[config.mk]
export PLATFORM = sky130hd
export DESIGN_NAME = hazard_ctrl
export DESIGN_NICKNAME = d
export VERILOG_FILES = /design/src/rtl/pipe_pkg.sv /design/src/rtl/sat_counter.sv /design/src/rtl/hazard_ctrl.sv
export SDC_FILE = /design/constraint.sdc
export NUM_CORES = 1
export LEC_CHECK = 0
export BUFFER_PORTS_ARGS = -buffer_cell sky130_fd_sc_hd__buf_4
export CAP_MARGIN = 20
export CORE_MARGIN = 2
export CORE_UTILIZATION = 54
export CTS_BUF_LIST = sky130_fd_sc_hd__clkbuf_4
export CTS_CLUSTER_SIZE = 20
export DETAILED_ROUTE_END_ITERATION = 12
export PLACE_DENSITY_LB_ADDON = 0.3
export SLEW_MARGIN = 20
export SYNTH_ARGS = -nofsm -noshare
export SYNTH_HDL_FRONTEND = slang
export SYNTH_HIERARCHICAL = 1
export SYNTH_SLANG_ARGS = --single-unit
[constraint.sdc]
create_clock -name clk -period 2.3 [get_ports clk]
set_input_delay 0.345 -clock clk [delete_from_list [all_inputs] [get_ports clk]]
set_output_delay 0.345 -clock clk [all_outputs]
set_load 0.005 [all_outputs]
[src/rtl/pipe_pkg.sv]
//------------------------------------------------------------------------------
// Module      : pipe_pkg
// Description : Shared encodings for the 5-stage pipeline control logic.
// Revision    : 1.0 - initial release
//------------------------------------------------------------------------------
`default_nettype none

package pipe_pkg;

    localparam logic [1:0] CTRLMEM_LOAD  = 2'b01;
    localparam logic [1:0] CTRLMEM_STORE = 2'b10;
    localparam logic [1:0] CTRLMEM_NONE  = 2'b11;

    localparam logic [3:0] REG_NONE = 4'hF;

    typedef enum logic [0:0] {
        RUN  = 1'b0,
        WAIT = 1'b1
    } hz_state_t;

    // Reserved encoding 2'b00 falls through as "no access".
    function automatic logic is_mem_access(input logic [1:0] ctrlmem);
        return (ctrlmem == CTRLMEM_LOAD) || (ctrlmem == CTRLMEM_STORE);
    endfunction

endpackage

`default_nettype wire

[src/rtl/sat_counter.sv]
//------------------------------------------------------------------------------
// Module      : sat_counter
// Description : Up counter that sticks at all-ones, with synchronous clear.
// Revision    : 1.0 - initial release
//------------------------------------------------------------------------------
`default_nettype none

module sat_counter #(
    parameter int WIDTH = 16
) (
    input  logic             clk,
    input  logic             rst,
    input  logic             inc,
    input  logic             clr,
    output logic [WIDTH-1:0] q
);

    localparam logic [WIDTH-1:0] c_MAX = '1;

    logic [WIDTH-1:0] r_q;

    always_ff @(posedge clk or posedge rst) begin
        if (rst) begin
            r_q <= '0;
        end else if (clr) begin
            r_q <= '0;
        end else if (inc && (r_q != c_MAX)) begin
            r_q <= r_q + 1'b1;
        end
    end

    assign q = r_q;

endmodule

`default_nettype wire

[src/rtl/hazard_ctrl.sv]
//------------------------------------------------------------------------------
// Module      : hazard_ctrl
// Description : Pipeline stall/flush controller with bus-timeout detection
//               and saturating stall/flush performance counters.
// Revision    : 1.0 - initial release
//------------------------------------------------------------------------------
`default_nettype none

module hazard_ctrl
    import pipe_pkg::*;
#(
    parameter logic [15:0] IRAM_TOP = 16'h8000,
    parameter int          WAIT_MAX = 255,
    parameter int          CNT_W    = 16
) (
    input  logic             clk,
    input  logic             rst,
    input  logic [3:0]       id_rreg1,
    input  logic [3:0]       id_rreg2,
    input  logic [3:0]       ex_wreg,
    input  logic [1:0]       ex_ctrlmem,
    input  logic             br_taken,
    input  logic [1:0]       mem_ctrlmem,
    input  logic [15:0]      mem_addr,
    input  logic             mem_busy,
    output logic             pc_keep,
    output logic             if_keep,
    output logic             if_clear,
    output logic             id_keep,
    output logic             id_clear,
    output logic             ex_keep,
    output logic             mem_clear,
    output logic             bus_err,
    output logic [CNT_W-1:0] stall_cnt,
    output logic [CNT_W-1:0] flush_cnt
);

    localparam int               c_WC_W      = $clog2(WAIT_MAX + 1);
    localparam logic [c_WC_W-1:0] c_WAIT_MAX  = c_WC_W'(WAIT_MAX);
    localparam logic [c_WC_W-1:0] c_WAIT_LAST = c_WC_W'(WAIT_MAX - 1);

    hz_state_t         r_state;
    logic [c_WC_W-1:0] r_wait_cnt;
    logic              r_bus_err;

    logic w_lu;
    logic w_sh;
    logic w_flush;

    assign w_lu = (ex_ctrlmem == CTRLMEM_LOAD) && (ex_wreg != REG_NONE) &&
                  (((ex_wreg == id_rreg1) && (id_rreg1 != REG_NONE)) ||
                   ((ex_wreg == id_rreg2) && (id_rreg2 != REG_NONE)));

    assign w_sh = is_mem_access(mem_ctrlmem) && (mem_addr < IRAM_TOP);

    // A branch held in EX during mem_busy is only acted on once EX is released.
    assign w_flush = !rst && !mem_busy && br_taken;

    always_comb begin
        pc_keep   = 1'b0;
        if_keep   = 1'b0;
        if_clear  = 1'b0;
        id_keep   = 1'b0;
        id_clear  = 1'b0;
        ex_keep   = 1'b0;
        mem_clear = 1'b0;
        if (rst) begin
            if_clear  = 1'b1;
            id_clear  = 1'b1;
            mem_clear = 1'b1;
        end else if (mem_busy) begin
            pc_keep   = 1'b1;
            if_keep   = 1'b1;
            id_keep   = 1'b1;
            ex_keep   = 1'b1;
            mem_clear = 1'b1;
        end else if (br_taken) begin
            if_clear  = 1'b1;
            id_clear  = 1'b1;
        end else if (w_sh) begin
            pc_keep   = 1'b1;
            if_clear  = 1'b1;
        end else if (w_lu) begin
            pc_keep   = 1'b1;
            if_keep   = 1'b1;
            id_clear  = 1'b1;
        end
    end

    always_ff @(posedge clk or posedge rst) begin
        if (rst) begin
            r_state    <= RUN;
            r_wait_cnt <= '0;
            r_bus_err  <= 1'b0;
        end else begin
            case (r_state)
                RUN: begin
                    r_wait_cnt <= '0;
                    if (mem_busy) begin
                        r_state <= WAIT;
                    end
                end
                WAIT: begin
                    if (!mem_busy) begin
                        r_state    <= RUN;
                        r_wait_cnt <= '0;
                    end else begin
                        if (r_wait_cnt != c_WAIT_MAX) begin
                            r_wait_cnt <= r_wait_cnt + 1'b1;
                        end
                        // Flag raised on the same edge the counter lands on WAIT_MAX.
                        if (r_wait_cnt >= c_WAIT_LAST) begin
                            r_bus_err <= 1'b1;
                        end
                    end
                end
                default: begin
                    r_state    <= RUN;
                    r_wait_cnt <= '0;
                end
            endcase
        end
    end

    assign bus_err = r_bus_err;

    sat_counter #(
        .WIDTH (CNT_W)
    ) u_stall_cnt (
        .clk (clk),
        .rst (rst),
        .inc (pc_keep),
        .clr (1'b0),
        .q   (stall_cnt)
    );

    sat_counter #(
        .WIDTH (CNT_W)
    ) u_flush_cnt (
        .clk (clk),
        .rst (rst),
        .inc (w_flush),
        .clr (1'b0),
        .q   (flush_cnt)
    );

endmodule

`default_nettype wire

==> out/results.ini, run 1 <==
[outcome]
status = finished, final reports clean

[sta]
relSlewSlack_pct = 52.2
worst_pin_slew_ns = 0.710
setup_tns_ns = 0
period_needed_ns = 2.22
slew_violations = 0
final_hold_viol_count = 0
finalSetupViolCount = 0
grt_setup_unrepaired = no
fin_crit_sh_pct = 96.4
max_freq_mhz = 451
fin_worst_skew_ns = 0.0177

[cells_and_area]
multi_input_area_um2 = 1470
fillers = 391
nNetsFinal = 391
stdcell_area_um2 = 3260
n_antenna_cell = 0
drive_above_1_share_pct = 30.2
area.sequential_um2 = 1050
syn2layout_area_growth_pct = 26.8
fin_cells = 405

[place]
dp.final_hpwl_um = 4430
portBuffers = 60
dpl_cell_area_um2 = 3150
numPlacedInstances = 397
place.gp.congestion = 0.830

[floorplan]
rows = 25
die_h_um = 73.0
fp.dieArea_um2 = 5320
ios = 76
core_region_area_um2 = 4660
die_w_um = 73.0
initial_core_util_pct = 55.1

[worst_hold_path]
min_path_type = in -> async

[detailed_routing]
drtAntennaViolNets = 0
vias = 2444
wl_per_cell_um = 14.9
first_pass_iters = 4
viasPerCell = 6.03
drt_iter0_markers = 210
drc = 0
drt_wl_total_um = 6050

[power_and_ir_drop]
cellInternalPower_mw = 1.04
swShare_pct = 23.6
p_seq_share_pct = 55.3
combPwrFrac_pct = 11.3
p_clk_share_pct = 33.3
pwr_density_cell_nw_per_um2 = 419
irDropWorstVdd_mv = 0.237
p_sw_uw = 322
p_leak_nw = 1.38

[synth]
synthMuxAreaShare_pct = 2.97
ys_warn_count = 6
synthSimpleGateAreaFrac_pct = 31.0
synth_top_cell_by_area = dfrtp_1
synth_seq_cells = 42
synth_top_family_by_area = simple AND/OR/NAND/NOR gates
ys_seq_area_share_pct = 40.9
synth_area_um2 = 2570
synth_compound_area_share_pct = 15.2
yosysUniqueCellTypes = 45
synth-adder-area-share_pct = 1.95
netlist_instances = 278
yosys.area_share.xor_xnor_pct = 3.75
synth_top_area_share_pct = 40.9
syn_area_per_cell_um2 = 9.24
synthTopCellsByArea = dfrtp_1 (41%), a21oi_1 (5.1%), or4_1 (3.5%), nand3_1 (3.3%), o31ai_1 (3.2%)

[cts]
cts_max_level = 2
clk_path_buf_depth = 2
cts_made_buffers = 5
clk_pin_slew_worst_paths_ns = 0.13
cts_tree = yes
cts.sinks = 42
root_buffer = clkbuf_4
cts_hold_buf = 0
clk-insertion-delay-late_ns = 0.34

[global_route]
grt_overflow = 0
grt_antenna_before_repair = 0
grt_pass1_wl_um = 10300
grt_usage_pct = 24.2
grt_max_degree = 20
grt_pass1_vias = 2308

[worst_setup_path]
cp_data_required_time_ns = 2.59
arrival_ns = 2.51
crit_top_cell = or4_4
worstSetupPathType = in -> reg
crit_buf_inv = 1
slowest_stage = or4_4
max_stage_delay_ns = 0.45
crit_fanout = 5
path_cells = buf_4 > nand4_1 > nand3b_1 > nor4_2 > o41a_1 > nand3_4 > or4_4 > or4_4 > a21oi_2
crit_family = simple AND/OR/NAND/NOR gates
startpoint = ex_wreg[3]
start_kind = primary input
worst_setup_path_end_kind = flop
r2r_start = u_stall_cnt/q[0]

[flow_run]
maxCapViolCount = 0

## timing repair
action / in CTS / in global routing
gates resized for setup: 0 / 6
setup buffers: 0 / 1
setup endpoints to repair: 0 / 2
## synth_stat cells, drive strengths merged
| library cell | number |
|---|---|
| nor2 | 15 |
| or3 | 15 |
| ha | 4 |
| nor3 | 10 |
| o21bai | 1 |
| or4 | 16 |
| xor2 | 4 |
| and2 | 1 |
| dlygate4sd1 | 2 |
| o21ai | 15 |
| a21oi | 26 |
| nand3b | 1 |
| nor2b | 6 |
| o41ai | 4 |
| nand4 | 15 |
| dfrtp | 42 |
| mux2i | 2 |
| o41a | 1 |
| nor4 | 7 |
| inv | 9 |
| nand2 | 17 |
| a31oi | 5 |
| a311oi | 2 |
| and3 | 2 |
| nand2b | 4 |
| conb | 1 |
| xnor2 | 7 |
| o31ai | 11 |
| nand3 | 17 |
| mux2 | 5 |
| and4 | 3 |
| buf | 4 |
| clkbuf | 4 |
## cells by family (layout without fill, tap and decap cells)
logic type / count (synthesis) / in the layout
muxes: 7 / 7
adders and majority gates: 4 / 4
buffers and inverters: 19 / 91
DFF: 42 / 42
AOI/OAI and AO/OA: 65 / 65
and+or+nand+nor: 129 / 129
other: 1 / 2
xor gates and xnor gates: 11 / 11
## final cells by class
type / count / share of cell area [%]
Clock inverter: 2 / 1.04
Tap cell: 54 / 2.08
Clock buffer: 5 / 1.15
Timing Repair Buffer: 75 / 17.4
Inverter: 9 / 1.04
Sequential cell: 42 / 32.3
Multi-Input combinational cell: 218 / 45.0
## stage by stage
stage	hold WS, ns	total power [mW]	util, %	setup WS (ns)
6_report	0.0291	1.36	69.9	0.0817
5_1_grt	0.0221	1.43	69.9	0.00325
2_1_floorplan	0.205	0.848	-	-0.143
3_3_place_gp	0.387	0.913	67.7	-0.205
4_1_cts	0.00893	1.37	69.2	0.0701
3_5_place_dp	0.397	0.917	67.7	-0.305
## per-layer routing
layer / global-route usage [%] / share of wire (%) / up-vias
met1: 32.1 / 45 / 1172
met3: 4.28 / 4.4 / 6
met5: 0 / 0 / -
met4: 8.23 / 1.2 / 0
met2: 40.2 / 50 / 63
li1: - / - / 1203
## power groups by stage
stage          logic, mW  clock network (mW)  registers, mW
3_5_place_dp       0.149                   0          0.768
5_1_grt            0.173               0.498          0.756
6_report           0.155               0.455          0.754
2_1_floorplan     0.0816                   0          0.767
4_1_cts            0.150               0.470          0.754
3_3_place_gp       0.145                   0          0.768
## worst min-delay path, delay by kind of cell
family | cells | cell delay [ns]
buffers and inverters | 3 | 0.38
## registers in the layout, indices dropped and copies added, names as in the netlist
signal         flops
u_stall_cnt/q     16
r_state            1
r_wait_cnt         8
bus_err            1
u_flush_cnt/q     16
## cells in the final DEF, fill, tap and decap left out, drive strengths merged, types with 2 or more instances in the layout
master / count
a21oi: 26
a311oi: 2
a31oi: 5
and3: 2
and4: 3
buf: 75
clkbuf: 5
conb: 2
dfrtp: 42
ha: 4
inv: 9
mux2: 5
mux2i: 2
nand2: 17
nand2b: 4
nand3: 17
nand4: 15
nor2: 15
nor2b: 6
nor3: 10
nor4: 7
o21ai: 15
o31ai: 11
o41ai: 4
or3: 15
or4: 16
xnor2: 7
xor2: 4
## final timing paths
kind | endpoint | slack (ns) | cells after the start
max in group asynchronous | u_stall_cnt/q[6] | 1.76 | 2
min in group clk | r_state | 0.17 | 1
min | r_state | 0.03 | 3
max reg2reg | u_stall_cnt/q[0] | 0.23 | 5
max | u_stall_cnt/q[13] | 0.08 | 9
min reg2reg | bus_err | 0.50 | 1
Note: power is estimated with default switching activity, not from simulation.
==> run 2: changes to the inputs <==
- SETUP_SLACK_MARGIN: default -> 0.1
==> run 2 against run 1 <==
Compared with the run above: the run now ends with negative hold slack left; core utilization grew 0.054 points; clock power shrank 0.9%; fmax grew 3.8%; sequential share of layout area about the same; combinational power decreased by 3%; register-to-register slack lost 0.04 ns; first-iteration DRC count rose by 9.0%; wire length decreased by 1.4%; worst setup slack improved by 0.080 ns; via count rose by 1.1%; sequential cell count did not move; clock-buffer cell count stayed put; largest cell class unchanged; highest routed layer unchanged.
==> out/results.ini, run 2 (synthesized netlist as in run 1, its figures left out) <==
[floorplan]
rows = 25  ; unchanged
die_h_um = 73.0  ; unchanged
initial_core_util_pct = 55.1  ; unchanged
die_w_um = 73.0  ; unchanged
fp.dieArea_um2 = 5320  ; unchanged
ios = 76  ; unchanged
core_region_area_um2 = 4660  ; unchanged

[sta]
worst_pin_slew_ns = 0.743  ; +0.0332 ns
finalSetupViolCount = 0  ; unchanged
fin_worst_skew_ns = 0.0167  ; -0.00107 ns
final_hold_viol_count = 1  ; +1
hold_slack_ns = -0.00905  ; -0.0382 ns
period_needed_ns = 2.14  ; -0.0804 ns
setup_tns_ns = 0  ; unchanged
relSlewSlack_pct = 50.0  ; -2.2 points
fin_crit_sh_pct = 93.0  ; -3.5 points
slew_violations = 0  ; unchanged
grt_setup_unrepaired = yes
max_freq_mhz = 468  ; +3.8%

[global_route]
grt_max_degree = 20  ; unchanged
grt_pass1_vias = 2324  ; +0.69%
grt_pass1_wl_um = 10200  ; -1.5%
grt_antenna_before_repair = 0  ; unchanged
grt_usage_pct = 23.9  ; -0.35 points
grt_overflow = 0  ; unchanged

[worst_setup_path]
cp_data_required_time_ns = 2.59  ; about the same
crit_end = u_stall_cnt/q[13]
startpoint = ex_wreg[1]
rrSetupSlack_ns = 0.19  ; -0.04 ns
crit_fanout = 5  ; unchanged
r2r_cells = 5  ; unchanged
arrival_ns = 2.43  ; -0.08 ns
path_cells = buf_4 > nand4_1 > nand3b_1 > nor4_2 > o41a_1 > nand3_4 > or4_4 > or4_4 > a21oi_2
rr_endpoint = u_stall_cnt/q[0]
crit_top_cell = or4_4
max_stage_delay_ns = 0.45  ; about the same
start_kind = primary input
r2r_start = u_stall_cnt/q[0]
slowest_stage = or4_4
worstSetupPathType = in -> reg
worst_setup_path_end_kind = flop

[cells_and_area]
fin_cells = 404  ; -0.25%
drive_above_1_share_pct = 31.1  ; +0.94 points
syn2layout_area_growth_pct = 26.9  ; about the same
layout_commonest_cell = buf_4
nNetsFinal = 390  ; -0.26%
n_antenna_cell = 0  ; unchanged
stdcell_area_um2 = 3260  ; about the same
layout_common_cells = buf_4 (74), dfrtp_1 (42), a21oi_1 (24), nand2_1 (17)

[flow_run]
maxCapViolCount = 0  ; unchanged

[detailed_routing]
drc = 0  ; unchanged
first_pass_iters = 4  ; unchanged
viasPerCell = 6.11  ; +1.3%
drt_wl_total_um = 5970  ; -1.4%
wl_per_cell_um = 14.8  ; -1.1%
drt_iter0_markers = 229  ; +9.0%
drtAntennaViolNets = 0  ; unchanged
vias = 2470  ; +1.1%

[cts]
cts_max_level = 2  ; unchanged
cts_tree = yes
clk-insertion-delay-late_ns = 0.35  ; about the same
cts.sinks = 42  ; unchanged
root_buffer = clkbuf_4
cts_made_buffers = 5  ; unchanged
clk_pin_slew_worst_paths_ns = 0.13  ; about the same
clk_path_buf_depth = 2  ; unchanged

[power_and_ir_drop]
p_leak_nw = 1.37  ; -0.50%
irDropWorstVdd_mv = 0.265  ; +12%
pwr_density_cell_nw_per_um2 = 416  ; -0.67%

[place]
numPlacedInstances = 396  ; -0.25%
dp.final_hpwl_um = 4410  ; -0.50%
dpl_cell_area_um2 = 3150  ; -0.24%
place.gp.congestion = 0.784  ; -5.5%
portBuffers = 60  ; unchanged

[worst_hold_path]
min_path_type = in -> async

[outcome]
status = complete, but fails checks
violations = negative hold slack

run 2: changes by cell type in the layout (fill, tap and decap cells not counted), sizes merged:
cell	previous run	this run
buf	75	74
run 2: repair_timing:
action | CTS | global route
gates resized for setup | 0 | 9
hold endpoints to repair | 1 | 0
setup endpoints to repair | 0 | 10
buffers inserted | 0 | 1
hold buffers | 1 | 0
run 2: worst min-delay path by stage:
stage / end / depth (start not counted)
finish: r_wait_cnt[6] / 3
global route: r_wait_cnt[6] / 3
CTS: u_stall_cnt/q[5] / 2
detailed placement: r_wait_cnt[5] / 3
global placement: r_wait_cnt[5] / 3
floorplan: bus_err / 1
run 2: worst max-delay path: cells and delay by family:
family	cells	cell delay (ns)
buffers and inverters	1	0.13
AO/OA/AOI/OAI	2	0.40
AND/OR/NAND/NOR	6	1.54
run 2: layout make-up:
cell class	count	area, µm²
Clock buffer	5	37.5
Clock inverter	2	33.8
Tap cell	54	67.6
Timing Repair Buffer	74	556
Inverter	9	33.8
Fill cell	364	1400
Multi-Input combinational cell	218	1480
Sequential cell	42	1050
run 2: metal layers:
metal  wire (µm)  part of all wire, %  track usage [%]  vias to the layer above
li1            -                    -                -                     1207
met1        2640                   44             31.1                     1177
met2        2930                   49             39.4                       81
met3         335                  5.6             5.25                        5
met4          61                  1.0             8.23                        0
met5           0                    0                0                        -
run 2: stage by stage:
stage	setup slack [ns]	power [mW]	util [%]
floorplan	-0.143	0.848	-
global placement	-0.183	0.912	67.5
detailed placement	-0.211	0.915	67.5
CTS	0.141	1.38	69.2
global route	0.0878	1.42	69.9
finish	0.162	1.36	69.9
run 2: power by group:
part / leakage, nW / internal [mW] / switching (mW)
logic: 0.749 / 0.0740 / 0.0764
registers: 0.582 / 0.744 / 0.00984
clock network: 0.0387 / 0.220 / 0.231
total: 1.37 / 1.04 / 0.317
